## config.mk

```make
export PLATFORM = sky130hd
export DESIGN_NAME = cpu_irq_ctrl
export DESIGN_NICKNAME = d
export VERILOG_FILES = /design/src/rtl/cpu_irq_ctrl.sv
export SDC_FILE = /design/constraint.sdc
export NUM_CORES = 1
export LEC_CHECK = 0
export ABC_AREA = 0
export CORE_ASPECT_RATIO = 1.4
export CORE_MARGIN = 2
export CORE_UTILIZATION = 54
export DETAILED_ROUTE_END_ITERATION = 6
export MAX_ROUTING_LAYER = met4
export PLACE_DENSITY = 0.81
export SLEW_MARGIN = 15
export SYNTH_ARGS = -nofsm -noshare
export SYNTH_HDL_FRONTEND = slang
export SYNTH_SLANG_ARGS = --single-unit
export TNS_END_PERCENT = 50
```

## constraint.sdc

```tcl
create_clock -name clk -period 3.6 [get_ports clk]
set_input_delay 0.36 -clock clk [delete_from_list [all_inputs] [get_ports clk]]
set_output_delay 0.36 -clock clk [all_outputs]
set_load 0.05 [all_outputs]
```

## src/rtl/cpu_irq_ctrl.sv

```systemverilog
// cpu_irq_ctrl: machine-mode interrupt controller with mtime timer, local sources, fixed-priority arbitration and trap handshake
module cpu_irq_ctrl #(
  parameter int XLEN = 32,
  parameter int NUM_IRQ = 16,
  parameter logic [NUM_IRQ-1:0] EDGE_MASK = '0
) (
  input  logic               clk,
  input  logic               rst,
  input  logic [NUM_IRQ-1:0] irq_in,
  input  logic               mei_in,
  input  logic [2:0]         reg_addr,
  input  logic [XLEN-1:0]    reg_wdata,
  input  logic               reg_we,
  output logic [XLEN-1:0]    reg_rdata,
  input  logic               mstatus_mie,
  input  logic [XLEN-1:0]    mie,
  input  logic [XLEN-1:0]    mtvec,
  output logic               int_req,
  output logic [XLEN-1:0]    int_cause,
  output logic [XLEN-1:0]    int_target,
  input  logic               int_ack
);
  typedef enum logic [1:0] {IDLE, REQ, HOLD} state_t;
  state_t state, state_nx;
  logic [63:0] mtime, mtimecmp;
  logic msip, mei_q, mti_q;
  logic [NUM_IRQ-1:0] lie, lip, irq_prev, lip_nx, lip_clr;
  logic [15:0] loc_e, ack_pad;
  logic mei_e, msi_e, mti_e, any_e, cur_e, ack_take;
  logic [4:0] loc_win, win, code;
  logic [XLEN-1:0] base, win_target;
  assign mei_e = mstatus_mie & mei_q & mie[11];
  assign msi_e = mstatus_mie & msip & mie[3];
  assign mti_e = mstatus_mie & mti_q & mie[7];
  assign loc_e = 16'(lip & lie & {NUM_IRQ{mstatus_mie}});
  assign any_e = mei_e | msi_e | mti_e | (|loc_e);
  always_comb begin
    loc_win = '0;
    for (int i = 15; i >= 0; i--) if (loc_e[i]) loc_win = 5'(16 + i);
  end
  assign win = mei_e ? 5'd11 : msi_e ? 5'd3 : mti_e ? 5'd7 : loc_win;
  assign base = {mtvec[XLEN-1:2], 2'b00};
  assign win_target = (mtvec[1:0] == 2'b01) ? base + XLEN'({win, 2'b00}) : base;
  // the latched request stays up only while its own source is still eligible
  assign code = int_cause[4:0];
  assign cur_e = (code == 5'd11) ? mei_e : (code == 5'd3) ? msi_e : (code == 5'd7) ? mti_e : code[4] & loc_e[code[3:0]];
  assign ack_take = (state == REQ) && int_ack;
  assign ack_pad = (ack_take && code[4]) ? 16'd1 << code[3:0] : '0;
  assign lip_clr = ((reg_we && reg_addr == 3'd6) ? reg_wdata[NUM_IRQ-1:0] : '0) | ack_pad[NUM_IRQ-1:0];
  assign lip_nx = (EDGE_MASK & ((irq_in & ~irq_prev) | (lip & ~lip_clr))) | (~EDGE_MASK & irq_in);
  always_comb begin
    state_nx = state;
    case (state)
      IDLE:    state_nx = any_e ? REQ : IDLE;
      REQ:     state_nx = int_ack ? HOLD : (cur_e ? REQ : IDLE);
      default: state_nx = IDLE;
    endcase
  end
  assign int_req = (state == REQ);
  always_ff @(posedge clk) begin
    if (rst) begin
      state      <= IDLE;
      mtime      <= '0;
      mtimecmp   <= '1;
      msip       <= 1'b0;
      lie        <= '0;
      lip        <= '0;
      irq_prev   <= '0;
      mei_q      <= 1'b0;
      mti_q      <= 1'b0;
      int_cause  <= '0;
      int_target <= '0;
    end else begin
      state    <= state_nx;
      mtime    <= (reg_we && reg_addr == 3'd0) ? {mtime[63:32], reg_wdata} :
                  (reg_we && reg_addr == 3'd1) ? {reg_wdata, mtime[31:0]} : mtime + 64'd1;
      mtimecmp <= (reg_we && reg_addr == 3'd2) ? {mtimecmp[63:32], reg_wdata} :
                  (reg_we && reg_addr == 3'd3) ? {reg_wdata, mtimecmp[31:0]} : mtimecmp;
      msip     <= (reg_we && reg_addr == 3'd4) ? reg_wdata[0] : msip;
      lie      <= (reg_we && reg_addr == 3'd5) ? reg_wdata[NUM_IRQ-1:0] : lie;
      lip      <= lip_nx;
      irq_prev <= irq_in;
      mei_q    <= mei_in;
      mti_q    <= mtime >= mtimecmp;
      if (state == IDLE && any_e) begin
        int_cause  <= {1'b1, {(XLEN-6){1'b0}}, win};
        int_target <= win_target;
      end
    end
  end
  always_comb begin
    reg_rdata = '0;
    case (reg_addr)
      3'd0:    reg_rdata = mtime[31:0];
      3'd1:    reg_rdata = mtime[63:32];
      3'd2:    reg_rdata = mtimecmp[31:0];
      3'd3:    reg_rdata = mtimecmp[63:32];
      3'd4:    reg_rdata = XLEN'(msip);
      3'd5:    reg_rdata = XLEN'(lie);
      3'd6:    reg_rdata = XLEN'(lip);
      default: reg_rdata = '0;
    endcase
  end
endmodule

```

==> reports/results.tsv, run 1 <==
metric	value	unit
mean instance size in the synthesized netlist	7.79	µm²
global-route wire length before repair	63700	µm
area of the multi-input gates	0.00772	mm²
CTS clock-pin slew for the worst setup and hold paths	0.06	ns
total of cells resized after clock tree synthesis	0	
worst-path fanout max	7	
CTS tree	built	
top cells by instance count after synthesis	dfxtp_1, nand2_1, nor2_1, clkbuf_1	
switching power of the nets	1720	µW
Mapped Cells	1614	
first-pass iteration count of the detailed router	7	
Critical R2R Capture	int_target[27]	
Flop pwr share	41.9	%
Worst Hold Class	input pin to flip-flop	
fmax	0.295	GHz
count of flip-flops with a built-in enable after synthesis	0	
max-capacitance violation count	0	
dominant cell type by area after synthesis	dfxtp_1	
failing checks	design-rule violations	
share of the synthesized area in the top cell type	32.0	%
Clock Sink Count	201	
fraction of layout instances using a drive strength above 1	7.51	%
FP Rows	66	
htree depth	1	
total wire length after detailed routing	40300	µm
count of antenna-violating nets left after detailed routing	0	
sequential-to-total area share from yosys stat	32.0	%
worst reg2reg startpoint	lie[14]	
cell total after placement	2002	
worst-case vdd ir drop	0.331	mV
effective utilization at floorplan	54.6	%
post-placement setup slack	-0.0223	ns
number of global-route vias before repair	12600	
number of buffers inserted during clock tree synthesis	22	
fraction of power consumed by the clock network	39.5	%
Final Max Tran Viols	0	
LEAKAGE	0.00621	µW
crit path capture type	flip-flop	
Reg2Reg Depth	13	
worst hold path depth	2	
postcts setup bufs	0	
buffer levels on the longest clock path	3	
Tightest Pin Transition	0.887	ns
final RePlAce weighted congestion	0.944	
internal power	4050	µW
nets@finish	1912	
number of placed I/O pins	218	
highest cell delay on the worst timing path	0.44	ns
total number of vias	12900	
DRC Markers	2	
slowest CP cell	o311a_1	
switching portion of total power	29.8	%
CP Buf/Inv Count	1	
arrival time of data at the critical path endpoint	3.81	ns
clock period minus final worst setup slack	3.39	ns
total power divided by cell area	386	mW/mm²
list of cells traversed by the critical path	nand2_1, a32o_1, a22o_1, a221oi_1, o31a_1, inv_1, ha_1, a211oi_1, nor2_1, o311a_1, and4_1, xnor2_1, a211oi_1	
netlist area before placement	0.0126	mm²
post-synthesis async set-or-reset flop share	0	%
# fillers	1967	
Vias/cell	6.33	
count of antenna diodes in the layout	0	
data required time at the worst endpoint	4.02	ns
kind of start point of the critical path	flip-flop	
ys flop type	dfxtp_1	
worst setup slack for register-to-register paths	0.21	ns
number of buffers added to fix hold violations after cts	0	
non-filler instance count after layout	2038	
overall fraction of global-route tracks in use	32.9	%
critical path type	flip-flop to flip-flop	
number of warning messages in the yosys log	0	
final count of hold timing violations	0	
die height	185	µm
Crit path max-delay family	compound AO/OA/AOI/OAI gates	
number of antenna violations at the first check in global routing	0	
run status	finished, violations left	
portion of the clock cycle consumed by the worst path in the final layout	94.1	%
Core Area	0.0230	mm²
Clk Tree Root Cell	clkbuf_16	
Most Frequent Cell on Critical Path	a211oi_1	
count of input and output buffers	160	
number of synthesized register bits	201	
clock skew after layout	0.0122	ns
end of the worst hold path	mtime[2]	
clk_lat worst skew	0.51	ns
fraction of power consumed by combinational cells	18.7	%
Hold Startpoint	rst	
unrepaired setup endpoints after global routing	false	
Area Overhead vs Synth	19.1	%
overall power after layout	5780	µW
sequential cell area	0.00402	mm²
pin count of the biggest net entering global routing	75	
count of final setup violators	0	
total grt overflow	0	
count of different cell masters after synthesis	74	
initial drt markers	1130	
most numerous cell in the Yosys netlist	dfxtp_1	
Final WS setup	0.214	ns
HPWL after detailed placement	28900	µm
relative max-transition margin	40.6	%
routed wirelength normalized by instance count	19.8	µm
DIE AREA	0.0245	mm²
cells taking the most area after synthesis	dfxtp_1, ha_1, nand2_1	
Die X-Extent	133	µm
-- layout by cell type (no fill, tap or decap), types with 13 or more instances in the layout --
master / count
nand4_1: 45
inv_1: 82
o21ai_0: 53
a31oi_1: 22
conb_1: 28
a211oi_1: 48
xor2_1: 14
nor3_1: 36
ha_1: 70
a211o_1: 32
nor4_1: 13
a221o_1: 16
a21oi_1: 82
buf_4: 62
clkdlybuf4s50_1: 127
nand2_1: 196
nor2b_1: 21
a22oi_1: 76
nand3_1: 58
nand3b_1: 35
clkbuf_16: 23
dfxtp_1: 201
nor2_1: 150
a22o_1: 22
-- flip-flops by register name, summed over array words and instances, names as in the netlist, 2 cells and up --
| register | flops |
|---|---|
| lie | 16 |
| mtimecmp | 64 |
| int_cause | 6 |
| state | 2 |
| mtime | 64 |
| int_target | 30 |
| lip | 16 |
-- how the worst max path moves through the flow --
stage                            from        endpoint  slack (ns)  depth (start not counted)
after floorplan           mstatus_mie  int_target[27]        0.59                         14
after global placement    mstatus_mie  int_target[27]        0.06                         12
after detailed placement  mstatus_mie  int_target[27]       -0.02                         12
after CTS                     lie[14]  int_target[27]        0.24                         13
after global routing          lie[14]  int_target[27]       0.009                         13
final                         lie[14]  int_target[27]        0.21                         13
-- kinds of logic (layout without fill, tap and decap cells) --
family	after synthesis	after routing	synth area share, %
adder cells (fa/ha/maj)	71	71	7.13
other	1	28	0.0298
AND/OR/NAND/NOR	636	636	25.0
buffers and inverters	222	313	7.59
XOR/XNOR	25	25	1.74
multiplexers	13	13	1.43
AO/OA/AOI/OAI	445	445	25.0
flip-flops	201	201	32.0
-- layer usage --
layer	wire length [µm]	vias up	global-route usage (%)	share of wire (%)
li1	-	6106	-	-
met1	14800	5987	35.0	37
met2	19800	636	57.6	49
met3	3150	173	5.39	7.8
met4	2550	0	19.4	6.3
met5	0	-	-	0
-- power by group through the flow --
stage               registers [µW]  logic [µW]  clock network (µW)
finish                        2420        1080                2280
global route                  2430        1150                2380
CTS                           2420        1070                2300
detailed placement            2460        1070                   0
global placement              2460        1050                   0
floorplan                     2550         601                   0
-- stage by stage --
stage / setup TNS [ns] / instance area, µm² / hold slack (ns) / utilization (%)
after floorplan: 0 / 12700 / 0.462 / -
after global placement: 0 / 14300 / 0.458 / 61.9
after detailed placement: -0.0223 / 14300 / 0.461 / 61.9
after CTS: 0 / 15000 / 0.272 / 65.0
after global routing: 0 / 15000 / 0.310 / 65.0
final: 0 / 15000 / 0.282 / 65.0
-- final cells by class --
type / count / area share, %
clock inverter: 5 / 0.501
tap: 306 / 2.56
multi-input combinational: 1218 / 51.6
timing repair buffer: 194 / 12.2
inverter: 83 / 2.08
sequential: 201 / 26.9
clock buffer: 31 / 4.18
-- worst register-to-register path: stages, from the launching register on --
cell	delay [ns]
dfxtp_1	0.38
nand2_1	0.09
a32o_1	0.26
a22o_1	0.19
a221oi_1	0.37
o31a_1	0.22
inv_1	0.06
ha_1	0.21
a211oi_1	0.29
nor2_1	0.15
o311a_1	0.44
and4_1	0.27
xnor2_1	0.13
a211oi_1	0.24
Power figures use the tool's default switching activity.
==> run 2, diff against run 1 <==
--- a/config.mk
+++ b/config.mk
@@ -7,7 +7,7 @@
 export LEC_CHECK = 0
 export ABC_AREA = 0
 export CORE_ASPECT_RATIO = 1.4
-export CORE_MARGIN = 2
+export CORE_MARGIN = 4
 export CORE_UTILIZATION = 54
 export DETAILED_ROUTE_END_ITERATION = 6
 export MAX_ROUTING_LAYER = met4
==> run 2 against run 1 <==
Cell area grew 0.99%. Hold slack lost 0.21 ns. Via count grew 1.3%. Sequential share of layout area shrank 0.26 points. Critical path type unchanged. Non-clock buffer count grew 13. Largest power group unchanged. Critical path depth is the same. Global-route usage shrank 0.58 points. The flow still finishes with violations (design-rule violations). Core utilization grew 1.4 points. Combinational power is essentially flat. Flip-flop and latch count is the same. Sequential power is essentially flat.
==> reports/results.tsv, run 2 (synthesized netlist as in run 1, its figures left out) <==
metric	value	unit	change
global route hottest layer	met2		
cell total after placement	2010		+0.40%
effective utilization at floorplan	55.2	%	+0.64 points
DRC Markers	1		-1
worst reg2reg startpoint	lie[14]		
worst setup path startpoint	lie[14]		
clock period minus final worst setup slack	3.35	ns	-0.0365 ns
global-route wire length before repair	65700	µm	+3.1%
crit path capture type	flip-flop		
first-pass iteration count of the detailed router	7		unchanged
sequential cell area	0.00402	mm²	unchanged
routed wirelength normalized by instance count	20.5	µm	+3.7%
htree depth	1		unchanged
total grt overflow	0		unchanged
count of input and output buffers	160		unchanged
fraction of layout instances using a drive strength above 1	8.35	%	+0.85 points
number of antenna violations at the first check in global routing	0		unchanged
worst-path fanout max	7		unchanged
count of final setup violators	0		unchanged
CTS tree	built		
# fillers	1947		-1.0%
most frequent cells in the layout	dfxtp_1, nand2_1, nor2_1		
worst-case vdd ir drop	0.324	mV	-2.1%
Tightest Pin Transition	1.05	ns	+0.167 ns
HPWL after detailed placement	30400	µm	+5.1%
number of placed I/O pins	218		unchanged
final count of hold timing violations	0		unchanged
run status	finished, violations left		
Vias/cell	6.38		+0.71%
buffer levels on the longest clock path	3		unchanged
met2 Use GR	55.2	%	-2.4 points
Global Route met1 Usage	35.5	%	+0.51 points
clk_lat worst skew	0.53	ns	+0.02 ns
Clock Sink Count	201		unchanged
initial drt markers	1236		+9.4%
total wire length after detailed routing	42100	µm	+4.3%
Hold Startpoint	rst		
Final Max Tran Viols	0		unchanged
biggest registers after layout	mtime (64), mtimecmp (64), int_target (30)		
kind of start point of the critical path	flip-flop		
WHS	0.0670	ns	-0.215 ns
final RePlAce weighted congestion	0.953		+0.91%
overall fraction of global-route tracks in use	32.3	%	-0.58 points
number of global-route vias before repair	12500		-0.59%
area of the multi-input gates	0.00773	mm²	about the same
data required time at the worst endpoint	4.03	ns	about the same
Clk Tree Root Cell	clkbuf_16		
clock skew after layout	0.0236	ns	+0.0115 ns
portion of the clock cycle consumed by the worst path in the final layout	93.0	%	-1.0 points
Area Overhead vs Synth	20.3	%	
number of buffers inserted during clock tree synthesis	22		unchanged
DIE AREA	0.0258	mm²	+5.2%
pin count of the biggest net entering global routing	192		+160%
non-filler instance count after layout	2049		+0.54%
postcts setup bufs	0		unchanged
count of antenna-violating nets left after detailed routing	0		unchanged
relative max-transition margin	29.3	%	-11 points
fmax	0.299	GHz	+1.1%
Core Area	0.0228	mm²	-1.2%
Worst Hold Class	input pin to flip-flop		
LEAKAGE	0.00630	µW	+1.3%
total number of vias	13100		+1.3%
commonest non-fill, non-tap cell in the layout	dfxtp_1		
Die X-Extent	137	µm	+3.0%
total power divided by cell area	388	mW/mm²	+0.66%
max-capacitance violation count	0		unchanged
die height	189	µm	+2.2%
FP Rows	65		-1.5%
arrival time of data at the critical path endpoint	3.78	ns	-0.03 ns
failing checks	design-rule violations		
count of antenna diodes in the layout	0		unchanged
nets@finish	1925		+0.68%
global routing met3 resource utilization	5.74	%	+0.35 points
critical path type	flip-flop to flip-flop		
CTS clock-pin slew for the worst setup and hold paths	0.06	ns	about the same
unrepaired setup endpoints after global routing	false		
==> run 2: cell count changes in the layout (fill, tap and decap cells not counted), sizes merged <==
cell / delta
buf: +11
clkinvlp: +2
clkdlybuf4s50: +2
clkbuf: +2
clkinv: -1
==> run 2: per-layer routing <==
metal / vias up / share of wire, %
met1: 6110 / 36
met4: 0 / 6.1
met5: - / 0
met2: 644 / 50
met3: 184 / 8.0
li1: 6126 / -
==> run 2: layout make-up <==
class                      instances  area share (%)
multi-input combinational       1218            51.1
sequential                       201            26.6
timing repair buffer             207            12.8
clock buffer                      33            4.31
tap                              301            2.49
inverter                          83            2.06
clock inverter                     6           0.637
==> run 2: worst paths after layout <==
path,endpoint,slack [ns],cells after the start
worst max register to register,int_target[27],0.25,13
worst min register to register,int_cause[31],0.49,2
worst min-delay path,lip[1],0.07,2
worst max-delay path,int_target[27],0.25,13
==> run 2: metrics by stage <==
stage               TNS [ns]  util, %  worst slack (ns)  total power, µW  area, µm²
floorplan                  0        -             0.592             3150      12700
global placement    -0.00318     63.1          -0.00318             3520      14400
detailed placement    -0.199     63.1           -0.0659             3540      14400
CTS                        0     66.4             0.162             5880      15100
global route               0     66.4            0.0326             6060      15100
finish                     0     66.4             0.250             5870      15100
==> run 2: power breakdown <==
part | switching (µW) | internal (µW)
Sequential | 99.9 | 2320
Clock | 964 | 1400
Combinational | 694 | 396
==> run 2: worst max-delay path: stages (launching register included) <==
cell and delay [ns]:
dfxtp_1 0.37, nand2_1 0.09, a32o_1 0.26, a22o_1 0.19, a221oi_1 0.35, o31a_1 0.25, inv_1 0.07, ha_1 0.21
a211oi_1 0.28, nor2_1 0.14, o311a_1 0.45, and4_1 0.27, xnor2_1 0.12, a211oi_1 0.21
==> run 2: what timing repair did <==
item / CTS / global route
endpoints found under the setup margin: 0 / 6
gates resized for setup: 0 / 3
hold buffers: 0 / 0
endpoints found under the hold margin: 0 / 0
==> run 3, diff against run 2 <==
--- a/config.mk
+++ b/config.mk
@@ -10,10 +10,10 @@
 export CORE_MARGIN = 4
 export CORE_UTILIZATION = 54
 export DETAILED_ROUTE_END_ITERATION = 6
+export HOLD_SLACK_MARGIN = 0.02
 export MAX_ROUTING_LAYER = met4
 export PLACE_DENSITY = 0.81
 export SLEW_MARGIN = 15
 export SYNTH_ARGS = -nofsm -noshare
 export SYNTH_HDL_FRONTEND = slang
 export SYNTH_SLANG_ARGS = --single-unit
-export TNS_END_PERCENT = 50
==> results of run 3 <==
No change in the layout: final DEF, timing and power equal those of run 2.
